<file path="config.mk">
export PLATFORM = sky130hd
export DESIGN_NAME = wb_ctrl
export DESIGN_NICKNAME = d
export VERILOG_FILES = /design/src/rtl/wb_pkg.sv /design/src/rtl/wb_timeout_cnt.sv /design/src/rtl/wb_ctrl.sv
export SDC_FILE = /design/constraint.sdc
export NUM_CORES = 1
export LEC_CHECK = 0
export BUFFER_PORTS_ARGS = -buffer_cell sky130_fd_sc_hd__buf_2
export CAP_MARGIN = 20
export CORE_AREA = 3 3 40 42
export CTS_BUF_LIST = sky130_fd_sc_hd__clkbuf_8 sky130_fd_sc_hd__clkbuf_16
export CTS_CLUSTER_DIAMETER = 30
export DETAILED_ROUTE_END_ITERATION = 10
export DIE_AREA = 0 0 43 45
export PLACE_DENSITY = 0.65
export SETUP_SLACK_MARGIN = 0.1
export SLEW_MARGIN = 20
export SYNTH_ARGS = -nofsm -noshare
export SYNTH_HDL_FRONTEND = slang
export SYNTH_SLANG_ARGS = --single-unit
</file>
<file path="constraint.sdc">
create_clock -name clk -period 1.63 [get_ports clk]
set_clock_uncertainty 0.2 [all_clocks]
set_input_delay 0.326 -clock clk [delete_from_list [all_inputs] [get_ports clk]]
set_output_delay 0.326 -clock clk [all_outputs]
set_load 0.005 [all_outputs]
</file>
<file path="src/rtl/wb_pkg.sv">
// Shared encodings for the write-back sequencer: source selects and FSM states.
package wb_pkg;

  localparam logic [1:0] WB_SRC_PC   = 2'b00;
  localparam logic [1:0] WB_SRC_DM   = 2'b01;
  localparam logic [1:0] WB_SRC_ALU  = 2'b10;
  localparam logic [1:0] WB_SRC_NONE = 2'b11;

  typedef enum logic [1:0] {
    IDLE      = 2'd0,
    LOAD_WAIT = 2'd1,
    LOAD_WB   = 2'd2,
    DRAIN     = 2'd3
  } wb_state_e;

endpackage

</file>
<file path="src/rtl/wb_timeout_cnt.sv">
// Cycle counter for outstanding data-memory loads; flags the cycle in which
// the count would reach DM_TIMEOUT so the sequencer can abort on the next edge.
module wb_timeout_cnt #(
  parameter int DM_TIMEOUT = 15,
  parameter int TO_W       = 4
) (
  input  logic clk,
  input  logic rst_n,
  input  logic clr,
  input  logic en,
  output logic expire
);

  logic [TO_W-1:0] cnt_q;
  logic [TO_W-1:0] cnt_d;

  // Clear has priority so the count restarts on every wait-state entry.
  always_comb begin
    cnt_d = cnt_q;
    if (clr) begin
      cnt_d = '0;
    end else if (en) begin
      cnt_d = cnt_q + 1'b1;
    end
  end

  // Counter register.
  always_ff @(posedge clk or negedge rst_n) begin
    if (!rst_n) begin
      cnt_q <= '0;
    end else begin
      cnt_q <= cnt_d;
    end
  end

  // Expiry must not depend on clr: clr is derived from the next state,
  // which itself depends on expire.
  assign expire = en && (cnt_q == TO_W'(DM_TIMEOUT - 1));

endmodule

</file>
<file path="src/rtl/wb_ctrl.sv">
// Write-back sequencer: drives the register-bank write port (mux select,
// write enable, write address) for retiring instructions, holds the pipeline
// while a data-memory load is outstanding, and handles flush.
// Optional load timeout with dm_err pulse: define WB_CTRL_TIMEOUT_EN.
module wb_ctrl
  import wb_pkg::*;
#(
  parameter int RA_W       = 5,
  parameter int DM_TIMEOUT = 15,
  parameter int TO_W       = 4
) (
  input  logic            clk,
  input  logic            rst_n,
  input  logic            wb_valid,
  input  logic [1:0]      wb_src,
  input  logic [RA_W-1:0] wb_rd,
  output logic            wb_ready,
  input  logic            dm_ack,
  input  logic            flush,
  output logic [1:0]      s_mxrb,
  output logic            rb_we,
  output logic [RA_W-1:0] rb_waddr,
  output logic            stall
`ifdef WB_CTRL_TIMEOUT_EN
  ,
  output logic            dm_err
`endif
);

  // The timeout counter must be able to represent DM_TIMEOUT.
  if ((2 ** TO_W) <= DM_TIMEOUT) begin : g_bad_to_w
    $error("wb_ctrl: TO_W too narrow for DM_TIMEOUT");
  end

  wb_state_e       state_q;
  wb_state_e       state_d;
  logic [1:0]      s_mxrb_q;
  logic [1:0]      s_mxrb_d;
  logic            rb_we_q;
  logic            rb_we_d;
  logic [RA_W-1:0] rb_waddr_q;
  logic [RA_W-1:0] rb_waddr_d;
  logic            accept;
  logic            to_expire;

  assign wb_ready = (state_q == IDLE) && !flush;
  assign accept   = wb_valid && wb_ready;
  assign stall    = (state_q != IDLE);

`ifdef WB_CTRL_TIMEOUT_EN
  logic dm_err_q;
  logic dm_err_d;
  logic to_clr;
  logic to_en;

  // Restart the count whenever a wait state is entered from elsewhere.
  assign to_clr = ((state_q == IDLE) && (state_d == LOAD_WAIT)) ||
                  ((state_q == LOAD_WAIT) && (state_d == DRAIN));
  assign to_en  = (state_q == LOAD_WAIT) || (state_q == DRAIN);

  wb_timeout_cnt #(
    .DM_TIMEOUT (DM_TIMEOUT),
    .TO_W       (TO_W)
  ) u_timeout_cnt (
    .clk    (clk),
    .rst_n  (rst_n),
    .clr    (to_clr),
    .en     (to_en),
    .expire (to_expire)
  );

  assign dm_err = dm_err_q;
`else
  // Without the timeout the wait states wait indefinitely for dm_ack.
  assign to_expire = 1'b0;
`endif

  // State and registered outputs; reset aborts any pending write at once.
  always_ff @(posedge clk or negedge rst_n) begin
    if (!rst_n) begin
      state_q    <= IDLE;
      s_mxrb_q   <= WB_SRC_ALU;
      rb_we_q    <= 1'b0;
      rb_waddr_q <= '0;
`ifdef WB_CTRL_TIMEOUT_EN
      dm_err_q   <= 1'b0;
`endif
    end else begin
      state_q    <= state_d;
      s_mxrb_q   <= s_mxrb_d;
      rb_we_q    <= rb_we_d;
      rb_waddr_q <= rb_waddr_d;
`ifdef WB_CTRL_TIMEOUT_EN
      dm_err_q   <= dm_err_d;
`endif
    end
  end

  // Next-state logic; flush beats dm_ack in LOAD_WAIT, dm_ack beats timeout.
  always_comb begin
    state_d = state_q;
    unique case (state_q)
      IDLE: begin
        if (accept && (wb_src == WB_SRC_DM)) begin
          state_d = LOAD_WAIT;
        end
      end
      LOAD_WAIT: begin
        if (flush) begin
          state_d = dm_ack ? IDLE : DRAIN;
        end else if (dm_ack) begin
          state_d = LOAD_WB;
        end else if (to_expire) begin
          state_d = IDLE;
        end
      end
      LOAD_WB: begin
        state_d = IDLE;
      end
      DRAIN: begin
        if (dm_ack || to_expire) begin
          state_d = IDLE;
        end
      end
      default: begin
        state_d = IDLE;
      end
    endcase
  end

  // Next values of the write port; rb_we is a one-cycle pulse and writes to
  // register 0 are dropped while the select/address still update.
  always_comb begin
    s_mxrb_d   = s_mxrb_q;
    rb_waddr_d = rb_waddr_q;
    rb_we_d    = 1'b0;
`ifdef WB_CTRL_TIMEOUT_EN
    dm_err_d   = 1'b0;
`endif
    unique case (state_q)
      IDLE: begin
        if (accept && (wb_src != WB_SRC_NONE)) begin
          s_mxrb_d   = wb_src;
          rb_waddr_d = wb_rd;
          rb_we_d    = (wb_src != WB_SRC_DM) && (wb_rd != '0);
        end
      end
      LOAD_WAIT: begin
        if (!flush && dm_ack) begin
          rb_we_d = (rb_waddr_q != '0);
        end
`ifdef WB_CTRL_TIMEOUT_EN
        else if (!flush && to_expire) begin
          dm_err_d = 1'b1;
        end
`endif
      end
      DRAIN: begin
`ifdef WB_CTRL_TIMEOUT_EN
        if (!dm_ack && to_expire) begin
          dm_err_d = 1'b1;
        end
`endif
      end
      default: begin
      end
    endcase
  end

  assign s_mxrb   = s_mxrb_q;
  assign rb_we    = rb_we_q;
  assign rb_waddr = rb_waddr_q;

endmodule

</file>
==> flow_summary.yaml <==
logic_synthesis:
  synthTopCellsByArea: "dfrtp_1 (49%), mux2_4 (16%), dfstp_2 (5.7%)"
  synth-edff-count: 0
  synth.mux.area_fraction: 0.164
  synth.top_cell.area_share: 0.492
  yosys.area_share.xor_xnor: 0.0191
  synth_seq_cells: 10
  synthAdderAreaFrac: 0
  synth_top_family_by_area: "multiplexers"
  synth_compound_area_frac: 0.112
  synth_nets: 46
  yosysMostFrequentCell: "dfrtp_1"
  synth_area_per_cell_um2: 13.5
  ys_types: 16
  synth_common_cells: "dfrtp_1 (9), mux2_4 (5), nor2_1 (4)"
  ys_warn_count: 0
  async_reset_ff_frac: 1.00
  netlist_instances: 34
  synth_seq_area_share: 0.549
  yosysTopAreaCell: "dfrtp_1"
  synth_area_um2: 458
  ys.flop_type: "dfrtp_1"
  yosys.area_share.simple: 0.139
flow_run:
  cap_violations: 0
global_route:
  grt_first_pass_wirelength_mm: 1.66
  gr-total-overflow: 0
  grt_pass1_vias: 417
  grt_start_max_net_pins: 11
  antenna_found_initial: 0
  grt_use_total: 0.121
status:
  violations: "setup timing"
  status: "complete, but fails checks"
floorplan:
  chipHeight_um: 45
  ios: 22
  rows: 13
  coreArea_mm2: 0.00128
  die_w_um: 43
  die_area_mm2: 0.00194
  start_util: 0.356
pwr:
  ir_drop_mv: 0.509
  leakage_uw: 0.000364
  p_per_area_mw_per_mm2: 1090
place:
  routabilityCongestion: 0.707
  placed_cell_area_um2: 597
  portBuffers: 21
  place_ws_ns: -0.196
cells_and_area:
  final_area_um2: 688
  syn_to_final_growth_pct: 50.3
  fin_nets: 77
  n_antenna_cell: 0
  drive_gt1_frac: 0.672
cts:
  cts.htree.levels: 1
  tritoncts: "yes"
  clkTransAtPathRegs_ns: 0.05
  cts_made_buffers: 3
  cts_root_buf: "clkbuf_8"
  clock_latency_ns: 0.24
  clock-sinks: 10
  cts_buffer_depth: 2
sta:
  finalCriticalPeriod_ns: 1.79
  hold_violations: 0
  fin_crit_sh: 1.10
  slew_headroom: 0.851
  worst_pin_slew_ns: 0.224
  grt_setup_unrepaired: "yes"
  worst_slack_ns: -0.157
  setup_viol: 10
  drv_slew: 0
  final.setup.tns_ns: -1.21
  whs_ns: 0.130
  fmax_ghz: 0.560
hold_path:
  hp-class: "in -> reg"
route:
  via_count: 378
  ant_nets: 0
  dr.pass1.iters: 1
  post_drt_wl_per_cell_um: 12.6
  drt_iter0_markers: 0
  drt-total-wl_um: 993
  avgViaCountPerCell: 4.78
  drc: 0
setup_path:
  worst-setup-path-type: "reg -> reg"
  worstPathRequired_ns: 1.54
  cp.arrival_ns: 1.70
  endpoint_kind: "register"
  critPathLaunchType: "register"
  path_max_fanout: 5
-- state kept, by name (all words and copies together), names as in the netlist --
register / count
rb_waddr: 5
s_mxrb: 2
state_q: 2
rb_we: 1
-- critical path, stage by stage (launching register included) --
cell     delay, ns
dfrtp_1       0.39
or4b_4        0.54
a21o_4        0.24
mux2_4        0.30
-- cell type report --
class / count / area (um^2)
tap: 15 / 18.8
multi-input combinational: 22 / 216
clock inverter: 1 / 3.75
sequential: 10 / 251
clock buffer: 3 / 41.3
timing repair buffer: 26 / 149
inverter: 2 / 7.51
fill: 113 / 597
-- final timing paths --
kind / from / end / slack (ns) / cells after the start
worst min-delay path: wb_rd[2] / rb_waddr[2]$_DFFE_PN0P_ / 0.13 / 2
max in group asynchronous: rst_n / s_mxrb[1]$_DFFE_PN1P_ / 0.70 / 2
worst min register to register: s_mxrb[1]$_DFFE_PN1P_ / s_mxrb[1]$_DFFE_PN1P_ / 0.26 / 2
worst max-delay path: state_q[1]$_DFFE_PN0P_ / rb_waddr[0]$_DFFE_PN0P_ / -0.16 / 3
min in group asynchronous: rst_n / state_q[1]$_DFFE_PN0P_ / 0.27 / 2
worst max register to register: state_q[1]$_DFFE_PN0P_ / rb_waddr[0]$_DFFE_PN0P_ / -0.16 / 3
-- layout by cell type, fill, tap and decap left out, types with 2 or more instances in the layout --
master / count
inv_1: 3
nor2_1: 3
mux2_4: 5
buf_4: 3
buf_2: 21
dfrtp_1: 9
or4_1: 2
clkbuf_8: 3
-- where the power goes --
part           switching, uW  internal, uW
sequential              27.5           295
clock                   94.5           165
combinational           63.3           108
-- cells by family (layout without fill, tap and decap cells) --
group | after synthesis | count (layout)
mux | 5 | 5
simple gates | 10 | 10
buf+inv | 2 | 32
compound gates | 6 | 6
xor+xnor | 1 | 1
flops | 10 | 10
-- timing repair --
item	in CTS	in global routing
setup buffers	2	0
pin swaps	2	1
setup endpoints to repair	11	11
hold endpoints to repair	10	0
gates resized for setup	6	0
cloned	0	0
hold buffers	1	0
-- through the flow --
stage,utilization,power [uW],std cells
2_1_floorplan,-,404,34
3_3_place_gp,0.464,483,72
3_5_place_dp,0.464,486,72
4_1_cts,0.536,762,79
5_1_grt,0.536,792,79
6_report,0.536,753,79
-- layer usage --
layer	GRT usage	wire (um)	vias to the layer above
met1	0.125	390	180
met2	0.207	516	14
met4	0.0904	6	0
li1	-	-	182
met3	0.0398	80	2
met5	0	0	-
Note: power is estimated with default switching activity, not from simulation.
